File: src/rtl/adc_pkg.sv
// Shared types and constants for the serial ADC reader.
package adc_pkg;

  localparam int ADC_BITS = 16;
  localparam int GAP_MULT = 2;
  // Three guard bits are enough to sum up to eight full-scale samples.
  localparam int ACC_BITS = ADC_BITS + 3;

  typedef enum logic [2:0] {
    IDLE,
    SETUP,
    SHIFT,
    LATCH,
    GAP
  } state_t;

endpackage

File: src/rtl/adc_reader_if.sv
// ADC serial bus plus the averaged-sample result port of the reader.
interface adc_reader_if;
  import adc_pkg::*;

  logic                adc_cs_n;
  logic                adc_sclk;
  logic                adc_miso;
  logic [ADC_BITS-1:0] adc_data;
  logic                data_valid;
  logic                busy;

  modport master (
    output adc_cs_n, adc_sclk, adc_data, data_valid, busy,
    input  adc_miso
  );

  modport slave (
    input  adc_cs_n, adc_sclk, adc_data, data_valid, busy,
    output adc_miso
  );

endinterface

File: src/rtl/sclk_gen.sv
// Clock divider for the ADC serial clock; emits a strobe every CLK_DIV
// cycles while running, and rise/fall strobes when sclk toggling is allowed.
module sclk_gen #(
  parameter int CLK_DIV = 4
) (
  input  logic clk,
  input  logic rst,
  input  logic run,
  input  logic toggle,
  output logic tick,
  output logic rise,
  output logic fall,
  output logic sclk
);

  localparam int CW = $clog2(CLK_DIV);

  logic [CW-1:0] div_cnt;

  assign tick = run && (div_cnt == CW'(CLK_DIV - 1));
  assign rise = tick && toggle && !sclk;
  assign fall = tick && toggle && sclk;

  // The divider restarts from zero whenever it is stopped so each phase
  // begins with a full CLK_DIV count.
  always_ff @(posedge clk) begin
    if (rst) begin
      div_cnt <= '0;
      sclk    <= 1'b0;
    end else begin
      if (!run || tick) div_cnt <= '0;
      else              div_cnt <= div_cnt + 1'b1;

      if (rise)      sclk <= 1'b1;
      else if (fall) sclk <= 1'b0;
    end
  end

endmodule

File: src/rtl/adc_reader.sv
// Serial ADC reader: clocks 16-bit samples out of an external ADC and
// averages 2**AVG_LOG2 conversions into each output word.
module adc_reader
  import adc_pkg::*;
#(
  parameter int CLK_DIV  = 4,
  parameter int AVG_LOG2 = 0
) (
  input  logic         clk,
  input  logic         rst,
  input  logic         en,
  adc_reader_if.master bus
);

  localparam int AVG_COUNT   = 1 << AVG_LOG2;
  localparam int SHIFT_EDGES = 2 * ADC_BITS;

  state_t              state, next_state;
  logic [4:0]          edge_cnt;
  logic                run, toggle, tick, rise, fall, sclk;
  logic [ADC_BITS-1:0] shift_reg, adc_data;
  logic [ACC_BITS-1:0] acc, acc_sum;
  logic [3:0]          sample_cnt;
  logic                valid_pend, data_valid, cs_n, busy;

  sclk_gen #(.CLK_DIV(CLK_DIV)) u_sclk_gen (
    .clk    (clk),
    .rst    (rst),
    .run    (run),
    .toggle (toggle),
    .tick   (tick),
    .rise   (rise),
    .fall   (fall),
    .sclk   (sclk)
  );

  assign acc_sum        = acc + ACC_BITS'(shift_reg);
  assign bus.adc_cs_n   = cs_n;
  assign bus.adc_sclk   = sclk;
  assign bus.adc_data   = adc_data;
  assign bus.data_valid = data_valid;
  assign bus.busy       = busy;

  // cs_n and busy are registered from next_state so they change on the
  // same edge as the state itself, without decode glitches.
  always_ff @(posedge clk) begin
    if (rst) begin
      state    <= IDLE;
      edge_cnt <= '0;
      cs_n     <= 1'b1;
      busy     <= 1'b0;
    end else begin
      state <= next_state;
      cs_n  <= !(next_state == SETUP || next_state == SHIFT);
      busy  <= (next_state != IDLE);
      if (next_state != state) edge_cnt <= '0;
      else if (tick)           edge_cnt <= edge_cnt + 5'd1;
    end
  end

  always_comb begin
    next_state = state;
    run        = 1'b0;
    toggle     = 1'b0;
    unique case (state)
      IDLE:  if (en) next_state = SETUP;
      SETUP: begin
        run = 1'b1;
        if (tick) next_state = SHIFT;
      end
      SHIFT: begin
        run    = 1'b1;
        toggle = 1'b1;
        if (fall && edge_cnt == 5'(SHIFT_EDGES - 1)) next_state = LATCH;
      end
      LATCH: next_state = GAP;
      GAP: begin
        run = 1'b1;
        if (tick && edge_cnt == 5'(GAP_MULT - 1)) next_state = en ? SETUP : IDLE;
      end
      default: next_state = IDLE;
    endcase
  end

  // The accumulator survives en dropping; only reset clears a partial average.
  always_ff @(posedge clk) begin
    if (rst) begin
      shift_reg  <= '0;
      acc        <= '0;
      sample_cnt <= '0;
      adc_data   <= '0;
      valid_pend <= 1'b0;
      data_valid <= 1'b0;
    end else begin
      data_valid <= valid_pend;
      valid_pend <= 1'b0;
      if (rise) shift_reg <= {shift_reg[ADC_BITS-2:0], bus.adc_miso};
      if (state == LATCH) begin
        if (sample_cnt == 4'(AVG_COUNT - 1)) begin
          adc_data   <= ADC_BITS'(acc_sum >> AVG_LOG2);
          acc        <= '0;
          sample_cnt <= '0;
          valid_pend <= 1'b1;
        end else begin
          acc        <= acc_sum;
          sample_cnt <= sample_cnt + 4'd1;
        end
      end
    end
  end

endmodule

File: src/flat_wrapper.sv
// flat-port wrapper written by rule: the top's interface ports become plain ports
module adc_reader_flat import adc_pkg::*;
#(
  parameter int CLK_DIV  = 4,
  parameter int AVG_LOG2 = 0
)
  (clk, rst, en, bus_adc_cs_n, bus_adc_sclk, bus_adc_data, bus_data_valid, bus_busy, bus_adc_miso);
  adc_reader_if bus_i ();
  input  logic clk;
  input  logic rst;
  input  logic en;
  output wire logic [$bits(bus_i.adc_cs_n)-1:0] bus_adc_cs_n;
  output wire logic [$bits(bus_i.adc_sclk)-1:0] bus_adc_sclk;
  output wire logic [$bits(bus_i.adc_data)-1:0] bus_adc_data;
  output wire logic [$bits(bus_i.data_valid)-1:0] bus_data_valid;
  output wire logic [$bits(bus_i.busy)-1:0] bus_busy;
  input wire logic [$bits(bus_i.adc_miso)-1:0] bus_adc_miso;
  assign bus_adc_cs_n = bus_i.adc_cs_n;
  assign bus_adc_sclk = bus_i.adc_sclk;
  assign bus_adc_data = bus_i.adc_data;
  assign bus_data_valid = bus_i.data_valid;
  assign bus_busy = bus_i.busy;
  assign bus_i.adc_miso = bus_adc_miso;
  adc_reader #(.CLK_DIV(CLK_DIV), .AVG_LOG2(AVG_LOG2)) u_core (.clk(clk), .rst(rst), .en(en), .bus(bus_i));
endmodule
File: config.mk
export PLATFORM = sky130hd
export DESIGN_NAME = adc_reader_flat
export DESIGN_NICKNAME = d
export VERILOG_FILES = /design/src/rtl/adc_pkg.sv /design/src/rtl/adc_reader_if.sv /design/src/rtl/sclk_gen.sv /design/src/rtl/adc_reader.sv /design/src/flat_wrapper.sv
export SDC_FILE = /design/constraint.sdc
export NUM_CORES = 1
export LEC_CHECK = 0
export ABC_AREA = 1
export BUFFER_PORTS_ARGS = -buffer_cell sky130_fd_sc_hd__clkbuf_2
export CAP_MARGIN = 10
export CORE_MARGIN = 8
export CORE_UTILIZATION = 60
export CTS_CLUSTER_SIZE = 12
export DETAILED_ROUTE_END_ITERATION = 10
export PLACE_DENSITY = 0.83
export SYNTH_ARGS = -nofsm -noshare
export SYNTH_HDL_FRONTEND = slang
export SYNTH_HIERARCHICAL = 1
export SYNTH_SLANG_ARGS = --single-unit
File: constraint.sdc
create_clock -name clk -period 2.9 [get_ports clk]
set_clock_uncertainty 0.05 [all_clocks]
set_input_delay 0.145 -clock clk [delete_from_list [all_inputs] [get_ports clk]]
set_output_delay 0.145 -clock clk [all_outputs]
set_load 0.1 [all_outputs]
After elaboration in Yosys (flattened, before gate mapping)
Cells that the tools add are included.
Word-level totals
  flip-flop bits (word level): 70
  input port bits: 4
  word-level logic and storage cells: 60
Cells by class
  add/subtract/negate cells: 4
  equal/unequal tests: 10
  muxes and demuxes: 13
  bitwise operators: 1
  reductions and logical operators: 20
Operator list (number)
  $add A19 B16 Y19: 1
  $mux W19: 1
  $pmux W3 S5: 1
  $mux W3: 4
  $eq A3 B2 Y1 const B: 3
  $eq A3 B1 Y1 const B: 2
  $logic_and A1 B1 Y1: 6
  $mux W1: 6
  $reduce_or A2 Y1: 3
  $add A5 B1 Y5 const B: 1
  $eq A5 B1 Y1 const B: 1
  $eq A5 B5 Y1 const B: 1
  $add A4 B1 Y4 const B: 1
  $logic_not A4 Y1: 1
  $mux W4: 1
  $eq A3 B3 Y1 const B: 1
  $logic_not A1 Y1: 3
  $logic_not A3 Y1: 1
  $ne A3 B3 Y1: 1
  $reduce_bool A3 Y1: 1
  $reduce_or A3 Y1: 1
  $add A2 B1 Y2 const B: 1
  $eq A2 B2 Y1 const B: 1
  $logic_or A1 B1 Y1: 2
  other kinds (3): 3

Depth between registers and ports, before layout
Gate-level depths: netlist of the first run.
  depth after elaboration: 12
  depth in mapped cells: 14

Hierarchy
Netlist of the first run, hierarchy kept.
Modules (own cells, without submodules)
  adc_reader: instances 1, cells each 481, area an instance 3350.7 µm²
  sclk_gen: instances 1, cells each 19, area an instance 138.9 µm²

Worst setup path before layout of the first run
OpenSTA, ideal clock, no wires.
  kind: register -> register
  from: reg u_core.u_sclk_gen.sclk
  to: reg u_core.shift_reg[1]
  library setup time: 133 ps
  arrival: 1788 ps
  data required time: 2717 ps
  slack: 929 ps
  stages on the path, launching flop included: 5
  buffers on the path: 1
  period minus slack after synthesis: 1971 ps
  cells stage by stage: dfxtp_1 -> nor2_1 -> inv_1 -> clkbuf_1 -> a21oi_1
On the way
  longest elaborated chain between the ends: 2
RTL lines
  start: declaration: line sclk_gen.sv:13  | output logic sclk
  start signal: assignment: line sclk_gen.sv:29  | sclk <= 1'b0;
  start signal: assignment: line sclk_gen.sv:34  | if (rise) sclk <= 1'b1;
  start signal: assignment: line sclk_gen.sv:35  | else if (fall) sclk <= 1'b0;
  $logic_not A1 Y1: line sclk_gen.sv:21  | assign rise = tick && toggle && !sclk;
  $logic_and A1 B1 Y1: line sclk_gen.sv:21
  named net u_core.rise: line adc_reader.sv:20  | logic run, toggle, tick, rise, fall, sclk;
  end signal: assignment: line adc_reader.sv:97  | if (rise) shift_reg <= {shift_reg[ADC_BITS-2:0], bus.adc_miso};
  end: declaration: line adc_reader.sv:21  | logic [ADC_BITS-1:0] shift_reg, adc_data;
The timed path passes the listed nets, and every way through them passes these cells.
A chain may end at the register's enable or synchronous reset.

Worst setup path in the final report of the first run
  from: reg u_core.state[2]
  to: reg u_core.edge_cnt[3]
On the way
  longest elaborated chain between the ends: 11
  elaborated cells between the ends (all ways): 20
  those cells by class: eq/ne (5); mux (7); reduce/logical (8)
RTL lines
  start: declaration: line adc_reader.sv:18  | state_t state, next_state;
  start signal: assignment: line adc_reader.sv:53  | state <= next_state;
  $eq A3 B1 Y1 (tied with other cells): line adc_reader.sv:65  | unique case (state)
  $reduce_or A3 Y1 (no line) (*)
  $mux W1 (*): line adc_reader.sv:65
  named net u_core.run: line adc_reader.sv:20
  $logic_and A1 B1 Y1 (*): line sclk_gen.sv:20  | assign tick = run && (div_cnt == CW'(CLK_DIV - 1));
  named net u_core.tick: line adc_reader.sv:20
  $logic_and A1 B1 Y1 (2 in series): line sclk_gen.sv:22  | assign fall = tick && toggle && sclk;
  $logic_and A1 B1 Y1: line adc_reader.sv:74  | if (fall && edge_cnt == 5'(SHIFT_EDGES - 1)) next_state = LATCH;
  $mux W3: line adc_reader.sv:74
  $pmux W3 S5: line adc_reader.sv:65
  $ne A3 B3 Y1: line adc_reader.sv:56  | if (next_state != state) edge_cnt <= '0;
  $reduce_or A2 Y1 (no line)
  end signal: assignment: line adc_reader.sv:57  | else if (tick) edge_cnt <= edge_cnt + 5'd1;
  end: declaration: line adc_reader.sv:19  | logic [4:0] edge_cnt;
The timed path passes the listed nets; every way through them passes the cells marked *.

==> results.md, run 1 <==
- The flow ran to the end, and the final reports show no timing, DRC or antenna violations.
- The first global-routing pass estimated 12800 µm of wire.
- The hold violation total from the final report was 0.
- After layout, the worst path uses 75.3% of the clock period.
- The total count of max-transition violations in the final report is 0.
- The root buffer cell chosen for the clock tree is sky130_fd_sc_hd__clkbuf_8.
- The share of the core filled with cells is 69.1%.
- The first detailed-routing pass ran for 5 iterations.
- The count of cell types in the netlist is 34.
- The net count of the finished layout is 552.
- Measured in cells, the most critical reg-to-reg path has a length of 12.
- In the layout the commonest cells are sky130_fd_sc_hd__nand2_1 (158), sky130_fd_sc_hd__dfxtp_1 (67), sky130_fd_sc_hd__inv_1 (66), sky130_fd_sc_hd__nor2_1 (52), sky130_fd_sc_hd__nand3_1 (33).
- The floorplan step defined a die boundary enclosing 8510 µm².
- The maximum vdd drop is 282 µV.
- The post-CTS setup buffer count is 0.
- The horizontal die dimension is 92.3 µm.
- The number of cells traversed by the worst hold path is 2.
- Dividing the synthesized area by the synthesized cell count gives 6.98 µm².
- The netlist area before placement is 3490 µm².
- The worst setup path is of the flip-flop to flip-flop kind.
- For this block, the initial DRC count from the detailed router was 155.
- For this design the ratio of total power to cell area is 465 nW/µm².
- The vertical extent of the die is 92.3 µm.
- The average vias per placed instance is 5.18.
- The global placer's final weighted congestion is 0.930.
- Yosys printed 6 warnings.
- The effective utilization at floorplan is 62.6%.
- The path class of the tightest hold or removal check is input port to flip-flop.
- The post-detailed-routing wire length is 7330 µm.
- The launch point of the worst reg-to-reg path is u_core/state[2].
- STA classifies the critical path startpoint as a flip-flop.
- Setup repair after global routing left no endpoint under its margin.
- The highest clock frequency the design can meet is 0.458 GHz.
- The area added between synthesis and finish is 10.4%.
- The TritonCTS buffer count is 9.
- In the final layout, the share of cells above drive strength 1 is 10.7%.
- For this run, the total global-route usage over all layers was measured as 18.6%.
- CTS saw 67 sinks.
- TritonCTS built the clock tree.
- The arrival time at the worst endpoint is 2.34 ns.
- In this run the most critical hold path is launched from rst.
- The relative slew slack is 51.9%.
- The instance count of the mapped netlist is 500.
- The endpoint kind of the worst setup timing path is a flip-flop.
- In this run the worst path has a maximum fanout of 8.
- The via count is 3122.
- The number of antenna violations at the first check in global routing is 0.
- The number of global-route vias before repair is 2891.
- The pin count of the biggest net entering global routing is 23.
- After detailed routing, the number of remaining DRC violations is 0.
- The total of fill cells in the finished design is 481.
- The region available for standard cell placement spans 5570 µm².
- The most common cell after layout, fill and taps aside is sky130_fd_sc_hd__nand2_1.
- For the worst-skew pair, the clock arrives at the later sink with an insertion delay of 0.35 ns.
- The clock transition at the register clock pins on the worst setup and hold paths after CTS is 0.07 ns.
- The worst hold endpoint is u_core/u_sclk_gen/sclk.
- Synthesis inferred 67 register bits.
- The final antenna-violating net count is 0.
- The total global routing overflow is 0.
- For the pin with the worst max-slew slack, the measured transition is 0.721 ns.
- The maximum clock insertion buffer count is 2.
- The H-tree was split into 3 levels.
- At the worst endpoint, the required time is 3.06 ns.
- Setup violations remaining at the end of the flow were counted as 0.
- The setup slack of the worst register-to-register path is 0.72 ns.
- Detailed placement ended at an HPWL of 5650 µm.
- The average wire length per cell after detail routing is 12.2 µm.
- The number of max-cap violations is 0.
- In this run the core area contains 27 standard-cell rows.
- The total of buffers placed on input and output ports is 23.
- The leakage power figure is 2.04 nW.
- The number of antenna diodes in the final layout is 0.
- The endpoint of the most critical register-to-register path is u_core/edge_cnt[3].
- The sum of negative setup slack is 0 ns.
- The sequential share of the synthesized area is 38.4%.
- The number of nets handed over by synthesis was 526.
- The design draws 0.00179 W.
- The worst path needs 2.18 ns of the cycle, external delays included.
- The I/O pin total is 24.
==> worst max-delay path by stage <==
stage	start	end	slack (ns)	cells past startpoint
2_1_floorplan	u_core/u_sclk_gen/sclk	u_core/shift_reg[1]	0.93	4
3_3_place_gp	u_core/state[2]	u_core/edge_cnt[4]	0.84	12
4_1_cts	u_core/state[2]	u_core/edge_cnt[3]	0.73	12
6_report	u_core/state[2]	u_core/edge_cnt[3]	0.72	12
5_1_grt	u_core/state[0]	u_core/edge_cnt[3]	0.42	12
3_5_place_dp	u_core/state[2]	u_core/edge_cnt[3]	0.75	12
==> area by class of cell <==
class | count | area [µm²] | share of cell area, %
repair buffers | 25 | 133 | 3.44
well taps | 72 | 90.1 | 2.34
clock inverters | 4 | 47.5 | 1.23
inverters | 69 | 267 | 6.92
clock buffers | 12 | 165 | 4.29
flip-flops and latches | 67 | 1340 | 34.8
multi-input cells | 354 | 1810 | 47.0
==> critical path, cell delays in order, from the launching register on <==
cell	delay, ns
sky130_fd_sc_hd__dfxtp_1	0.37
sky130_fd_sc_hd__inv_1	0.11
sky130_fd_sc_hd__nand3_1	0.13
sky130_fd_sc_hd__nand3_1	0.16
sky130_fd_sc_hd__nand2_1	0.07
sky130_fd_sc_hd__inv_1	0.19
sky130_fd_sc_hd__inv_1	0.09
sky130_fd_sc_hd__nor2_1	0.09
sky130_fd_sc_hd__nand4_1	0.15
sky130_fd_sc_hd__nand2_1	0.10
sky130_fd_sc_hd__nand2_1	0.04
sky130_fd_sc_hd__o21ai_0	0.42
sky130_fd_sc_hd__nor3_1	0.09
==> cell usage after synthesis, drive strengths merged <==
| master | n | area share, % |
|---|---|---|
| a211oi | 1 | 0.22 |
| a21oi | 14 | 2.0 |
| a31oi | 1 | 0.18 |
| and2 | 1 | 0.18 |
| buf | 5 | 1.5 |
| clkbuf | 5 | 0.57 |
| clkinv | 1 | 0.25 |
| dfxtp | 67 | 38 |
| fa | 1 | 0.57 |
| ha | 21 | 7.5 |
| inv | 68 | 7.4 |
| mux2i | 1 | 0.29 |
| nand2 | 159 | 17 |
| nand3 | 41 | 7.0 |
| nand3b | 3 | 0.65 |
| nand4 | 6 | 1.1 |
| nor2 | 55 | 6.3 |
| nor3 | 9 | 1.6 |
| o21ai | 29 | 4.2 |
| o22ai | 2 | 0.36 |
| or2 | 1 | 0.18 |
| xnor2 | 4 | 1.0 |
| xor2 | 5 | 1.3 |
==> power breakdown <==
group	total (W)	leakage, nW	internal, W	switching (W)
logic	0.0000608	1.39	0.0000124	0.0000483
registers	0.000927	0.540	0.000925	0.00000258
clock network	0.000805	0.108	0.000464	0.000341
total	0.00179	2.04	0.00140	0.000392
==> what timing repair did <==
item,CTS,global route
endpoints found under the hold margin,1,0
gates resized for setup,0,0
hold buffers,1,0
==> cell families after synthesis <==
| family | count (synthesis) | synth area share, % |
|---|---|---|
| simple gates | 275 | 34.3 |
| buf+inv | 79 | 9.68 |
| compound gates | 47 | 6.92 |
| fa+ha+maj | 22 | 8.10 |
| xor+xnor | 9 | 2.26 |
| mux | 1 | 0.287 |
| flops | 67 | 38.4 |
==> metal layers <==
layer | vias up | wire, µm | GRT usage, %
met1 | 1393 | 3500 | 22.5
met4 | 0 | 126 | 8.46
met2 | 85 | 3240 | 30.1
met5 | - | 0 | 0
li1 | 1633 | - | -
met3 | 11 | 462 | 4.89
==> through the flow <==
| step | cell area, µm² | hold slack (ns) | setup WS (ns) | instances |
|---|---|---|---|---|
| floorplan | 3490 | 0.162 | 0.929 | 500 |
| detailed placement | 3630 | 0.329 | 0.753 | 586 |
| global route | 3850 | 0.0447 | 0.421 | 603 |
| global placement | 3630 | 0.321 | 0.845 | 586 |
| finish | 3850 | 0.0523 | 0.717 | 603 |
| CTS | 3850 | 0.0345 | 0.734 | 603 |
No activity file was read; power rests on OpenSTA's default activity.
==> inputs of run 2 (changes only) <==
clock period = 2.2 ns   (was 2.9 ns; I/O delays follow)
==> results.md, run 2 (same netlist as run 1, synthesis figures left out) <==
- The total count of max-transition violations in the final report is 0 (unchanged).
- The minimum clock period after layout is 1.98 ns (-0.204 ns).
- The leakage power figure is 2.07 nW (+1.1%).
- The number of antenna violations at the first check in global routing is 0 (unchanged).
- The post-DP HPWL is 5770 µm (+2.2%).
- The highest clock frequency the design can meet is 0.505 GHz (+10%).
- The later-pin clock latency in the skew report is 0.35 ns (about the same).
- The share of the core filled with cells is 70.2% (+1.1 points).
- The signal on the critical path passes through inv_2 -> nand3_1 -> nand3_2 -> nand2_1 -> inv_4 -> inv_1 -> nor2_1 -> nand4_1 -> buf_4 -> nand2_1 -> nand2_1 -> nor3_1 -> nand2_1.
- The library cells used most frequently in the layout, excluding fill and tap cells, are sky130_fd_sc_hd__nand2_1 (157), sky130_fd_sc_hd__dfxtp_1 (67), sky130_fd_sc_hd__inv_1 (63), sky130_fd_sc_hd__nor2_1 (51), sky130_fd_sc_hd__nand3_1 (31).
- The core area is 5570 µm² (unchanged).
- STA classifies the critical path startpoint as a flip-flop.
- The sum of negative setup slack was 0 ns (unchanged).
- The count of antenna diodes in the layout is 0 (unchanged).
- The area taken by multi-input logic gates was 1830 µm² (+0.83%).
- The worst slack on hold paths is 0.0345 ns (-0.0178 ns).
- The number of max-cap violations came to 0 (unchanged).
- The cell family contributing the most delay on the critical path is simple AND/OR/NAND/NOR gates.
- The number of buffers and inverters on the critical path is 4 (+1).
- The largest fanout on the critical path is 8 (unchanged).
- The DRC violation count after routing came to 0 (unchanged).
- The most common cell after layout, fill and taps aside is sky130_fd_sc_hd__nand2_1.
- The area used by sequential logic in the layout is 1340 µm² (unchanged).
- The I/O pin total was 24 (unchanged).
- The worst stage delay on the critical path is 0.38 ns (-0.04 ns).
- The number of cells traversed by the worst hold path is 2 (unchanged).
- The wire length of the first global-routing pass is 13700 µm (+7.2%).
- The average vias per placed instance is 5.19 (+0.33%).
- The total of fill cells in the finished design is 441 (-8.3%).
- TritonCTS built the clock tree.
- The pin count of the biggest net entering global routing came to 19 (-17%).
- The final worst-path setup slack is 0.221 ns (-0.496 ns).
- The global placer's final weighted congestion is 0.926 (-0.37%).
- The horizontal die dimension is 92.3 µm (unchanged).
- Among all stages on the critical path, the largest delay is contributed by sky130_fd_sc_hd__dfxtp_1.
- The total of buffers placed on input and output ports is 23 (unchanged).
- The path class of the tightest hold or removal check is input port to flip-flop.
- The hold violation total from the final report came to 0 (unchanged).
- The worst setup slack after placement came to 0.115 ns (-0.638 ns).
- The transition time of the tightest slew-check pin is 0.555 ns (-0.166 ns).
- The critical path is of the flip-flop to flip-flop type.
- The via count is 3153 (+0.99%).
- The net count of the finished layout came to 556 (+0.72%).
- The maximum level of the CTS H-tree is 3 (unchanged).
- The share of cells above drive strength 1 came to 12.7% (+2.0 points).
- The data required time of the worst path is 2.38 ns (-0.68 ns).
- The post-route clock period utilization is 90.0% (+15 points).
- The number of sinks on the clock net is 67 (unchanged).
- The number of global-route vias before repair is 3086 (+6.7%).
- The first-pass detailed-route iteration total is 5 (unchanged).
- The cell count along the critical path came to 13 (+1).
- The average wire length per cell after detail routing is 12.8 µm (+4.9%).
- The die outline area is 8510 µm² (unchanged).
- The count of final setup violators is 0 (unchanged).
- Setup repair after global routing left no endpoint under its margin.
- The effective utilization at floorplan is 62.6% (unchanged).
- The maximum vdd drop is 418 µV (+48%).
- The row count came to 27 (unchanged).
- The relative slew slack came to 63.1% (+11 points).
- The total global routing overflow is 0 (unchanged).
- The initial detailed-routing violation count is 156 (+0.65%).
- The arrival time at the worst endpoint came to 2.16 ns (-0.18 ns).
- Compared with the post-synthesis result, the final layout area differs by 12.2%.
- The clock transition at the register clock pins on the worst setup and hold paths after CTS is 0.07 ns (about the same).
- The count of cells along the worst register-to-register path came to 13 (+1).
- By instance count, the cell type seen most on the critical path is sky130_fd_sc_hd__nand2_1.
- The clock tree root driver cell is sky130_fd_sc_hd__clkbuf_8.
- The power per unit of standard cell area was 626 nW/µm² (+34%).
- The final total power came to 0.00245 W (+37%).
- The post-detailed-routing wire length came to 7740 µm (+5.6%).
- The run finished with clean final reports.
- The maximum clock insertion buffer count was 2 (unchanged).
- The global routing usage summed across all routing layers is 19.7% (+1.1 points).
- The final antenna-violating net count is 0 (unchanged).
- The TritonCTS buffer count is 9 (unchanged).
- The vertical extent of the die is 92.3 µm (unchanged).
- The endpoint kind of the worst setup timing path is a flip-flop.
-- run 2: path summary, 6_finish.rpt --
kind / from / endpoint / slack (ns)
worst max-delay path: u_core/state[2] / u_core/bus.adc_cs_n / 0.22
worst min-delay path: rst / u_core/u_sclk_gen/sclk / 0.03
worst max register to register: u_core/state[2] / u_core/bus.adc_cs_n / 0.22
worst min register to register: u_core/u_sclk_gen/div_cnt[0] / u_core/u_sclk_gen/div_cnt[0] / 0.38
-- run 2: routing by layer --
| layer | global-route usage, % | up-vias | share of wire, % |
|---|---|---|---|
| met5 | 0 | - | 0 |
| met4 | 10.5 | 0 | 2.8 |
| met3 | 3.83 | 21 | 6.1 |
| met2 | 31.8 | 91 | 44 |
| met1 | 24.4 | 1405 | 47 |
| li1 | - | 1636 | - |
-- run 2: final cells by class --
class	instances	share of cell area [%]
clock inverters	6	2.27
clock buffers	10	3.52
multi-input cells	354	46.6
well taps	72	2.30
flip-flops and latches	67	34.3
inverters	69	6.87
repair buffers	29	4.15
-- run 2: worst register-to-register path: stages, from the launching register on --
cell                      delay (ns)
sky130_fd_sc_hd__dfxtp_1        0.38
sky130_fd_sc_hd__inv_2          0.10
sky130_fd_sc_hd__nand3_1        0.12
sky130_fd_sc_hd__nand3_2        0.14
sky130_fd_sc_hd__nand2_1        0.11
sky130_fd_sc_hd__inv_4          0.11
sky130_fd_sc_hd__inv_1          0.06
sky130_fd_sc_hd__nor2_1         0.09
sky130_fd_sc_hd__nand4_1        0.18
sky130_fd_sc_hd__buf_4          0.19
sky130_fd_sc_hd__nand2_1        0.08
sky130_fd_sc_hd__nand2_1        0.07
sky130_fd_sc_hd__nor3_1         0.13
sky130_fd_sc_hd__nand2_1        0.08
-- run 2: what timing repair did --
action	in CTS	in global routing
setup buffers	0	1
hold buffers	1	0
resized for setup	0	9
endpoints found under the hold margin	1	0
setup endpoints to repair	0	7
-- run 2: power by group --
part / internal [W] / switching (W) / total (W)
logic: 0.0000214 / 0.0000661 / 0.0000876
registers: 0.00122 / 0.00000393 / 0.00122
clock network: 0.000668 / 0.000471 / 0.00114
total: 0.00191 / 0.000541 / 0.00245
-- run 2: stage by stage --
| stage | instance area (µm²) | instances |
|---|---|---|
| 2_1_floorplan | 3490 | 500 |
| 3_3_place_gp | 3650 | 589 |
| 3_5_place_dp | 3650 | 589 |
| 4_1_cts | 3890 | 606 |
| 5_1_grt | 3920 | 607 |
| 6_report | 3920 | 607 |
